$ cat config.mk
export PLATFORM = sky130hd
export DESIGN_NAME = bcd_seg_scan_flat
export DESIGN_NICKNAME = d
export VERILOG_FILES = /design/src/rtl/bcd_seg_scan_if.sv /design/src/rtl/bcd_seg_scan.sv /design/src/flat_wrapper.sv
export SDC_FILE = /design/constraint.sdc
export NUM_CORES = 1
export LEC_CHECK = 0
export CORE_AREA = 2 2 74 76
export CTS_BUF_LIST = sky130_fd_sc_hd__clkbuf_8
export CTS_CLUSTER_DIAMETER = 30
export DETAILED_ROUTE_END_ITERATION = 7
export DIE_AREA = 0 0 76 78
export PLACE_DENSITY = 0.89
export SLEW_MARGIN = 20
export SYNTH_ARGS = -nofsm -noshare
export SYNTH_HDL_FRONTEND = slang
export SYNTH_SLANG_ARGS = --single-unit
$ cat constraint.sdc
create_clock -name clk -period 2.3 [get_ports clk]
set_clock_uncertainty 0.05 [all_clocks]
set_input_delay 0.46 -clock clk [delete_from_list [all_inputs] [get_ports clk]]
set_output_delay 0.46 -clock clk [all_outputs]
set_load 0.05 [all_outputs]
$ cat src/rtl/bcd_seg_scan_if.sv
// Bundle between the BCD converter side and the 7-segment scan driver.
//   tran_done          1-cycle strobe, the digit fields are valid this cycle
//   thou/hund/tens/unit_data  BCD digits
//   dp_en              decimal point per digit, [3]=thou .. [0]=unit
//   lz_blank           1: blank leading zeros
//   seg                {dp,g,f,e,d,c,b,a}, driver output
//   sel                digit enable, [3]=thou .. [0]=unit, driver output
// master: the side that supplies digits and observes the display.
// slave : the scan driver.
interface bcd_seg_scan_if;
  logic       tran_done;
  logic [3:0] thou_data;
  logic [3:0] hund_data;
  logic [3:0] tens_data;
  logic [3:0] unit_data;
  logic [3:0] dp_en;
  logic       lz_blank;
  logic [7:0] seg;
  logic [3:0] sel;

  modport master (
    output tran_done, thou_data, hund_data, tens_data, unit_data, dp_en, lz_blank,
    input  seg, sel
  );

  modport slave (
    input  tran_done, thou_data, hund_data, tens_data, unit_data, dp_en, lz_blank,
    output seg, sel
  );
endinterface

$ cat src/rtl/bcd_seg_scan.sv
// Multiplexed 4-digit 7-segment driver for a common-segment display.
// Digits are captured on tran_done and scanned one per slot of SCAN_DIV
// cycles (unit, tens, hund, thou). Each slot begins with BLANK_CYC cycles
// with every select off to stop ghosting between digits.
//   clk    system clock
//   rst_n  asynchronous active-low reset
//   bus    slave side of bcd_seg_scan_if (digits, dp_en, lz_blank in; seg, sel out)
module bcd_seg_scan #(
  parameter int SCAN_DIV       = 50000,
  parameter int BLANK_CYC      = 500,
  parameter int SEG_ACTIVE_LOW = 1,
  parameter int SEL_ACTIVE_LOW = 1
) (
  input  logic         clk,
  input  logic         rst_n,
  bcd_seg_scan_if.slave bus
);

  localparam int         CW      = (SCAN_DIV > 2) ? $clog2(SCAN_DIV) : 1;
  localparam logic [7:0] SEG_OFF = (SEG_ACTIVE_LOW != 0) ? 8'hFF : 8'h00;
  localparam logic [3:0] SEL_OFF = (SEL_ACTIVE_LOW != 0) ? 4'hF  : 4'h0;

  logic [CW-1:0]   scan_cnt;
  logic [1:0]      idx;
  logic [3:0][3:0] in_dig;    // [3]=thou .. [0]=unit
  logic [3:0][3:0] latch_dig; // last captured value
  logic [3:0][3:0] show_dig;  // value frozen for the current slot
  logic            wrap;
  logic [3:0]      cur;
  logic [6:0]      dec;
  logic            lead_zero;
  logic [7:0]      seg_n;
  logic [3:0]      sel_n;

  assign in_dig = {bus.thou_data, bus.hund_data, bus.tens_data, bus.unit_data};
  assign wrap   = (scan_cnt == CW'(SCAN_DIV - 1));
  assign cur    = show_dig[idx];

  always_comb begin
    dec = 7'h40; // invalid BCD shows a dash
    case (cur)
      4'd0: dec = 7'h3F;
      4'd1: dec = 7'h06;
      4'd2: dec = 7'h5B;
      4'd3: dec = 7'h4F;
      4'd4: dec = 7'h66;
      4'd5: dec = 7'h6D;
      4'd6: dec = 7'h7D;
      4'd7: dec = 7'h07;
      4'd8: dec = 7'h7F;
      4'd9: dec = 7'h6F;
      default: dec = 7'h40;
    endcase
  end

  // A digit is a leading zero when it and every more-significant digit are 0.
  // Invalid digits are non-zero here, and the unit digit is never blanked.
  always_comb begin
    lead_zero = 1'b0;
    case (idx)
      2'd3: lead_zero = (show_dig[3] == 4'd0);
      2'd2: lead_zero = (show_dig[3] == 4'd0) && (show_dig[2] == 4'd0);
      2'd1: lead_zero = (show_dig[3] == 4'd0) && (show_dig[2] == 4'd0) &&
                        (show_dig[1] == 4'd0);
      default: lead_zero = 1'b0;
    endcase
    lead_zero = lead_zero && bus.lz_blank;
  end

  // Active-high view of the next output; polarity is applied at the register.
  always_comb begin
    seg_n = {bus.dp_en[idx], lead_zero ? 7'h00 : dec};
    sel_n = 4'b0001 << idx;
    if (scan_cnt < CW'(BLANK_CYC)) begin
      seg_n = 8'h00;
      sel_n = 4'h0;
    end
  end

  always_ff @(posedge clk or negedge rst_n) begin
    if (!rst_n) begin
      scan_cnt  <= '0;
      idx       <= 2'd0;
      latch_dig <= '0;
      show_dig  <= '0;
      bus.seg   <= SEG_OFF;
      bus.sel   <= SEL_OFF;
    end else begin
      scan_cnt <= wrap ? '0 : scan_cnt + CW'(1);
      if (wrap) idx <= idx + 2'd1;
      if (bus.tran_done) latch_dig <= in_dig;
      // Slot boundary freezes the digits; a capture on the same edge wins.
      if (wrap) show_dig <= bus.tran_done ? in_dig : latch_dig;
      bus.seg <= (SEG_ACTIVE_LOW != 0) ? ~seg_n : seg_n;
      bus.sel <= (SEL_ACTIVE_LOW != 0) ? ~sel_n : sel_n;
    end
  end

endmodule

$ cat src/flat_wrapper.sv
// flat-port wrapper written by rule: the top's interface ports become plain ports
module bcd_seg_scan_flat 
#(
  parameter int SCAN_DIV       = 50000,
  parameter int BLANK_CYC      = 500,
  parameter int SEG_ACTIVE_LOW = 1,
  parameter int SEL_ACTIVE_LOW = 1
)
  (clk, rst_n, bus_tran_done, bus_thou_data, bus_hund_data, bus_tens_data, bus_unit_data, bus_dp_en, bus_lz_blank, bus_seg, bus_sel);
  bcd_seg_scan_if bus_i ();
  input  logic clk;
  input  logic rst_n;
  input wire logic [$bits(bus_i.tran_done)-1:0] bus_tran_done;
  input wire logic [$bits(bus_i.thou_data)-1:0] bus_thou_data;
  input wire logic [$bits(bus_i.hund_data)-1:0] bus_hund_data;
  input wire logic [$bits(bus_i.tens_data)-1:0] bus_tens_data;
  input wire logic [$bits(bus_i.unit_data)-1:0] bus_unit_data;
  input wire logic [$bits(bus_i.dp_en)-1:0] bus_dp_en;
  input wire logic [$bits(bus_i.lz_blank)-1:0] bus_lz_blank;
  output wire logic [$bits(bus_i.seg)-1:0] bus_seg;
  output wire logic [$bits(bus_i.sel)-1:0] bus_sel;
  assign bus_i.tran_done = bus_tran_done;
  assign bus_i.thou_data = bus_thou_data;
  assign bus_i.hund_data = bus_hund_data;
  assign bus_i.tens_data = bus_tens_data;
  assign bus_i.unit_data = bus_unit_data;
  assign bus_i.dp_en = bus_dp_en;
  assign bus_i.lz_blank = bus_lz_blank;
  assign bus_seg = bus_i.seg;
  assign bus_sel = bus_i.sel;
  bcd_seg_scan #(.SCAN_DIV(SCAN_DIV), .BLANK_CYC(BLANK_CYC), .SEG_ACTIVE_LOW(SEG_ACTIVE_LOW), .SEL_ACTIVE_LOW(SEL_ACTIVE_LOW)) u_core (.clk(clk), .rst_n(rst_n), .bus(bus_i));
endmodule
### After elaboration in Yosys (flattened, before gate mapping)

Memory sizes are Yosys's and may differ from the RTL's.
Cells that the tools add are included.

| storage, ports and cells | value |
|---|---|
| output and inout port bits | 12 |
| memories | 1 |
| flip-flop bits (word level) | 62 |
| memory bits (read-only) | 112 |

| cells by class | value |
|---|---|
| mux-type cells | 10 |
| reduce and logical (&&, ||, !) cells | 6 |
| order comparisons | 2 |
| shift-type cells | 1 |
| $add $sub $neg | 2 |
| bitwise gates (word level) | 2 |
| equal/unequal tests | 4 |

Memory list:

| memory | words | width | read ports | clocked after memory_dff | wr ports | RTL line | RTL |
|---|---|---|---|---|---|---|---|
| (name not given) | 16 | 7 | 1 | 0 | 0 | bcd_seg_scan.sv:41 | `case (cur)` |

Operators with widths:

| operator | count |
|---|---|
| $mux W16 | 2 |
| $add A16 B1 Y16 const B | 1 |
| $eq A16 B16 Y1 const B | 1 |
| $lt A16 B9 Y1 const B | 1 |
| $logic_not A4 Y1 | 3 |
| $bmux W4 S2 | 1 |
| $mux W4 | 2 |
| $mux W8 | 1 |
| $not A8 Y8 | 1 |
| $mux W7 | 1 |
| $eq A2 B2 Y1 const B | 2 |
| $not A4 Y4 | 1 |
| $shl A1 B2 Y4 const A | 1 |
| $logic_and A1 B1 Y1 | 3 |
| $lt A2 B3 Y1 const B | 1 |
| $pmux W1 S3 | 1 |
| $add A2 B1 Y2 const B | 1 |
| $bmux W1 S2 | 1 |
| $eq A2 B1 Y1 const B | 1 |
| $mux W1 | 1 |

### Longest topological paths before layout

| depth | value |
|---|---|
| depth after elaboration | 8 |
| mapped depth | 7 |
| depth with buffers taken out | 6 |

### Worst setup path after synthesis

No wires, ideal clock.

| path | value |
|---|---|
| kind | flip-flop to flip-flop |
| from | register u_core.idx[0] |
| to | register u_core.bus.seg[1] |
| library setup time | 0.084 ns |
| arrival | 1.675 ns |
| cell stages (with the launch flop) | 7 |
| path slack | 0.491 ns |
| data required time | 2.166 ns |
| path buffers | 1 |
| cells stage by stage | dfrtp_1 buf_6 mux4_1 inv_1 ha_1 and2_1 nand2b_1 |

| between the ends | value |
|---|---|
| word-level cells in the longest chain between the ends | 6 |
| elaborated cells between the ends (all ways) | 11 |
| those cells by class | eq/ne: 3; mux: 5; bitwise: 1; reduce/logical: 1; memory: 1 |

RTL lines:

| element | RTL line | RTL |
|---|---|---|
| start: declaration | bcd_seg_scan.sv:24 | `logic [1:0] idx;` |
| start signal: assignment | bcd_seg_scan.sv:90 | `if (wrap) idx <= idx + 2'd1;` |
| $bmux W4 S2 (tied with other cells) | bcd_seg_scan.sv:37 | `assign cur = show_dig[idx];` |
| $mux W4 (not written as such) or $pmux W1 S3 (tied branches) | bcd_seg_scan.sv:37, bcd_seg_scan.sv:60 |  |
| $mem_v2 Z16 W7 or $logic_and A1 B1 Y1 (tied branches) | n/a |  |
| $mux W7 (*) | bcd_seg_scan.sv:72 | `seg_n = {bus.dp_en[idx], lead_zero ? 7'h00 : dec};` |
| $mux W8 (*) | bcd_seg_scan.sv:74 | `if (scan_cnt < CW'(BLANK_CYC)) begin` |
| $not A8 Y8 (*) | bcd_seg_scan.sv:94 | `bus.seg <= (SEG_ACTIVE_LOW != 0) ? ~seg_n : seg_n;` |
| end signal: assignment | bcd_seg_scan.sv:94 |  |
| end: declaration | bcd_seg_scan_if.sv:28 | `output seg, sel` |

Every way passes the cells marked *; elsewhere a longest branch is shown, timed or not. The select of a mux whose other input is x is not followed.
A chain may end at the register's enable or synchronous reset.

### Worst setup path in the final report

| path | value |
|---|---|
| from | register u_core.bus.seg[5] |
| to | output bus_seg[5] |

RTL lines:

| element | RTL line | RTL |
|---|---|---|
| end: declaration | flat_wrapper.sv:20 | `output wire logic [$bits(bus_i.seg)-1:0] bus_seg;` |

No word-level cell between the ends.

==> impl_metrics.json <==
{
  "relSlewSlack_pct": 64.3,
  "maxCapViolations": 0,
  "synth_top_family_by_area": "multiplexers",
  "start_util_pct": 55.7,
  "slew_violations": 0,
  "crit_buf_inv": 1,
  "grt_max_degree": 33,
  "async_reset_ff_share_pct": 100,
  "clock_tree.root_cell": "clkbuf_8",
  "wl_per_cell_um": 17.5,
  "crit_type": "register to output pin",
  "syn_avg_cell_area_um2": 13.3,
  "hold_viol_final": 0,
  "status": "finished clean",
  "synth_compound_area_share_pct": 5.52,
  "dpl.hpwl_mm": 3.88,
  "synthXorXnorAreaFrac_pct": 3.43,
  "post_cts_resized": 0,
  "ant_nets": 0,
  "worstPathMaxFanout": 1,
  "clk_pin_slew_ns": 0.07,
  "die_h_um": 78,
  "synth_commonest_cells": "dfrtp_1 (50), mux2_2 (32), dfstp_2 (12)",
  "viasPerCell": 5.71,
  "numCtsBuffers": 9,
  "rsz0062_at_grt": "no",
  "cts_tree": "done",
  "area_growth_pct": 24.2,
  "whs_ns": 0.451,
  "synth_cell_types": 40,
  "syn_inst": 211,
  "r2r_slack_ns": 0.21,
  "slowest_stage": "clkdlybuf4s50_1",
  "synth-simple-area-share_pct": 10.4,
  "synthTopCellsByArea": "dfrtp_1 (45%), mux2_2 (13%), dfstp_2 (11%)",
  "ys_warn_count": 0,
  "setup_viol": 0,
  "cts_hold_buffers": 1,
  "grt_pass1_vias": 1965,
  "synth_seq_cells": 62,
  "p_leak_uw": 0.00153,
  "period_needed_ns": 2.18,
  "place_congestion": 0.896,
  "cts_setup_buffers": 0,
  "diodes": 0,
  "clockBufferDepth": 2,
  "antenna_found_initial": 0,
  "setup_tns_ns": 0,
  "max-vdd-ir-drop_mv": 0.415,
  "cp-start-kind": "register",
  "synth_fp_nets": 246,
  "grt-ovfl-total": 0,
  "post-synth-top-area-cell": "dfrtp_1",
  "design.core.area_um2": 5040,
  "cpLargestDelayFamily": "buffers and inverters",
  "clk_latency_ns": 0.34,
  "end_kind": "output pin",
  "hold_path_class": "register to register",
  "synth_edf_count": 0,
  "clock.fmax_mhz": 458,
  "first_pass_iters": 5,
  "rows": 26,
  "vias": 1883,
  "synth_mux_area_share_pct": 17.6,
  "critPathRequiredTime_ns": 1.79,
  "yosysSeqAreaShare_pct": 55.8,
  "grtUsageTotal_pct": 21.9,
  "p_per_area_nw_per_um2": 681,
  "fp.dieArea_um2": 5930,
  "drt_wl_total_mm": 5.77,
  "nNetsFinal": 290,
  "die_w_um": 76,
  "crit_path_max_incr_delay_ns": 0.80,
  "drive_above_1_share_pct": 25.8,
  "period_share_pct": 94.8,
  "cp.arrival_ns": 1.67,
  "htreeDepth": 3,
  "portBuffers": 35,
  "post-synth-top-count-cell": "dfrtp_1",
  "grt_pass1_wl_mm": 9.92,
  "synthAdderAreaFrac_pct": 4.90,
  "synth_area_um2": 2810,
  "ys.flop_type": "dfrtp_1",
  "path_cells": "clkdlybuf4s50_1",
  "clock_sinks": 62,
  "drt_iter0_markers": 114,
  "yosysTopAreaCellShare_pct": 44.5,
  "top_level_ports": 36,
  "tightest_slew_ns": 0.530,
  "drt_drc_violations_left": 0
}
## cell usage in the layout, fill, tap and decap left out, drive strengths merged, types with 2 or more instances in the layout
| master | instances |
|---|---|
| nand2 | 9 |
| and2 | 2 |
| clkinvlp | 2 |
| nand3 | 8 |
| xor2 | 6 |
| bufinv | 3 |
| mux4 | 5 |
| inv | 7 |
| nand2b | 2 |
| dfstp | 12 |
| nor4 | 4 |
| ha | 11 |
| buf | 5 |
| dfrtp | 50 |
| nand4 | 4 |
| and4 | 4 |
| mux2 | 33 |
| nor2b | 3 |
| clkbuf | 9 |
| clkdlybuf4s50 | 34 |
| or3 | 3 |
| xnor2 | 5 |
| nor2 | 9 |
| a21oi | 4 |
| o21ai | 11 |
## logic make-up (layout without fill, tap and decap cells)
family / after synthesis / after routing
buffers and inverters: 13 / 62
muxes: 38 / 38
adders and majority gates: 11 / 11
xor gates and xnor gates: 11 / 11
AOI/OAI and AO/OA: 23 / 23
DFF: 62 / 62
and+or+nand+nor: 53 / 53
## where the power goes
part | switching [uW] | internal (uW)
registers | 7.37 | 1120
logic | 48.3 | 64.3
clock network | 426 | 713
## through the flow
step / std cells / power [uW] / util, % / setup slack, ns / area [um2]
2_1_floorplan: 211 / 1180 / - / 0.491 / 2810
3_3_place_gp: 313 / 1250 / 64.3 / 0.333 / 3240
3_5_place_dp: 313 / 1260 / 64.3 / 0.244 / 3240
4_1_cts: 330 / 2390 / 69.2 / 0.106 / 3490
5_1_grt: 330 / 2470 / 69.2 / 0.0846 / 3490
6_report: 330 / 2380 / 69.2 / 0.119 / 3490
## metal layers
layer	track usage (%)	vias up	routed length [um]
li1	-	842	-
met4	9.27	0	125
met1	26.8	964	2410
met3	5.70	12	271
met5	0	-	0
met2	37.1	65	2970
## cell type report
type                       count  area, um2
multi-input combinational    136       1180
tap                           70       87.6
sequential                    62       1570
fill                         334       1550
clock buffer                   9        124
clock inverter                 7        114
timing repair buffer          40        398
inverter                       6       22.5
## path summary, 6_finish.rpt
check                                         start             endpoint  cells after the start
worst max-delay path              u_core.bus.seg[5]           bus_seg[5]                      1
worst min-delay path            u_core.latch_dig[8]  u_core.latch_dig[8]                      1
worst max register to register  u_core.scan_cnt[10]  u_core.show_dig[13]                      4
worst min register to register  u_core.latch_dig[8]  u_core.latch_dig[8]                      1
max in group asynchronous                     rst_n  u_core.scan_cnt[13]                      3
min in group asynchronous                     rst_n   u_core.show_dig[3]                      2
## flip-flops by register name (all words and copies together) (netlist names)
signal            cells
u_core.latch_dig     16
u_core.scan_cnt      16
u_core.show_dig      16
u_core.bus.seg        8
u_core.bus.sel        4
u_core.idx            2
## worst register-to-register path, cell delays in order, from the launching register on
cell	delay, ns
dfrtp_1	0.42
nor4_1	0.52
and4_1	0.39
buf_12	0.21
mux2_2	0.38
No activity file was read; power rests on OpenSTA's default activity.
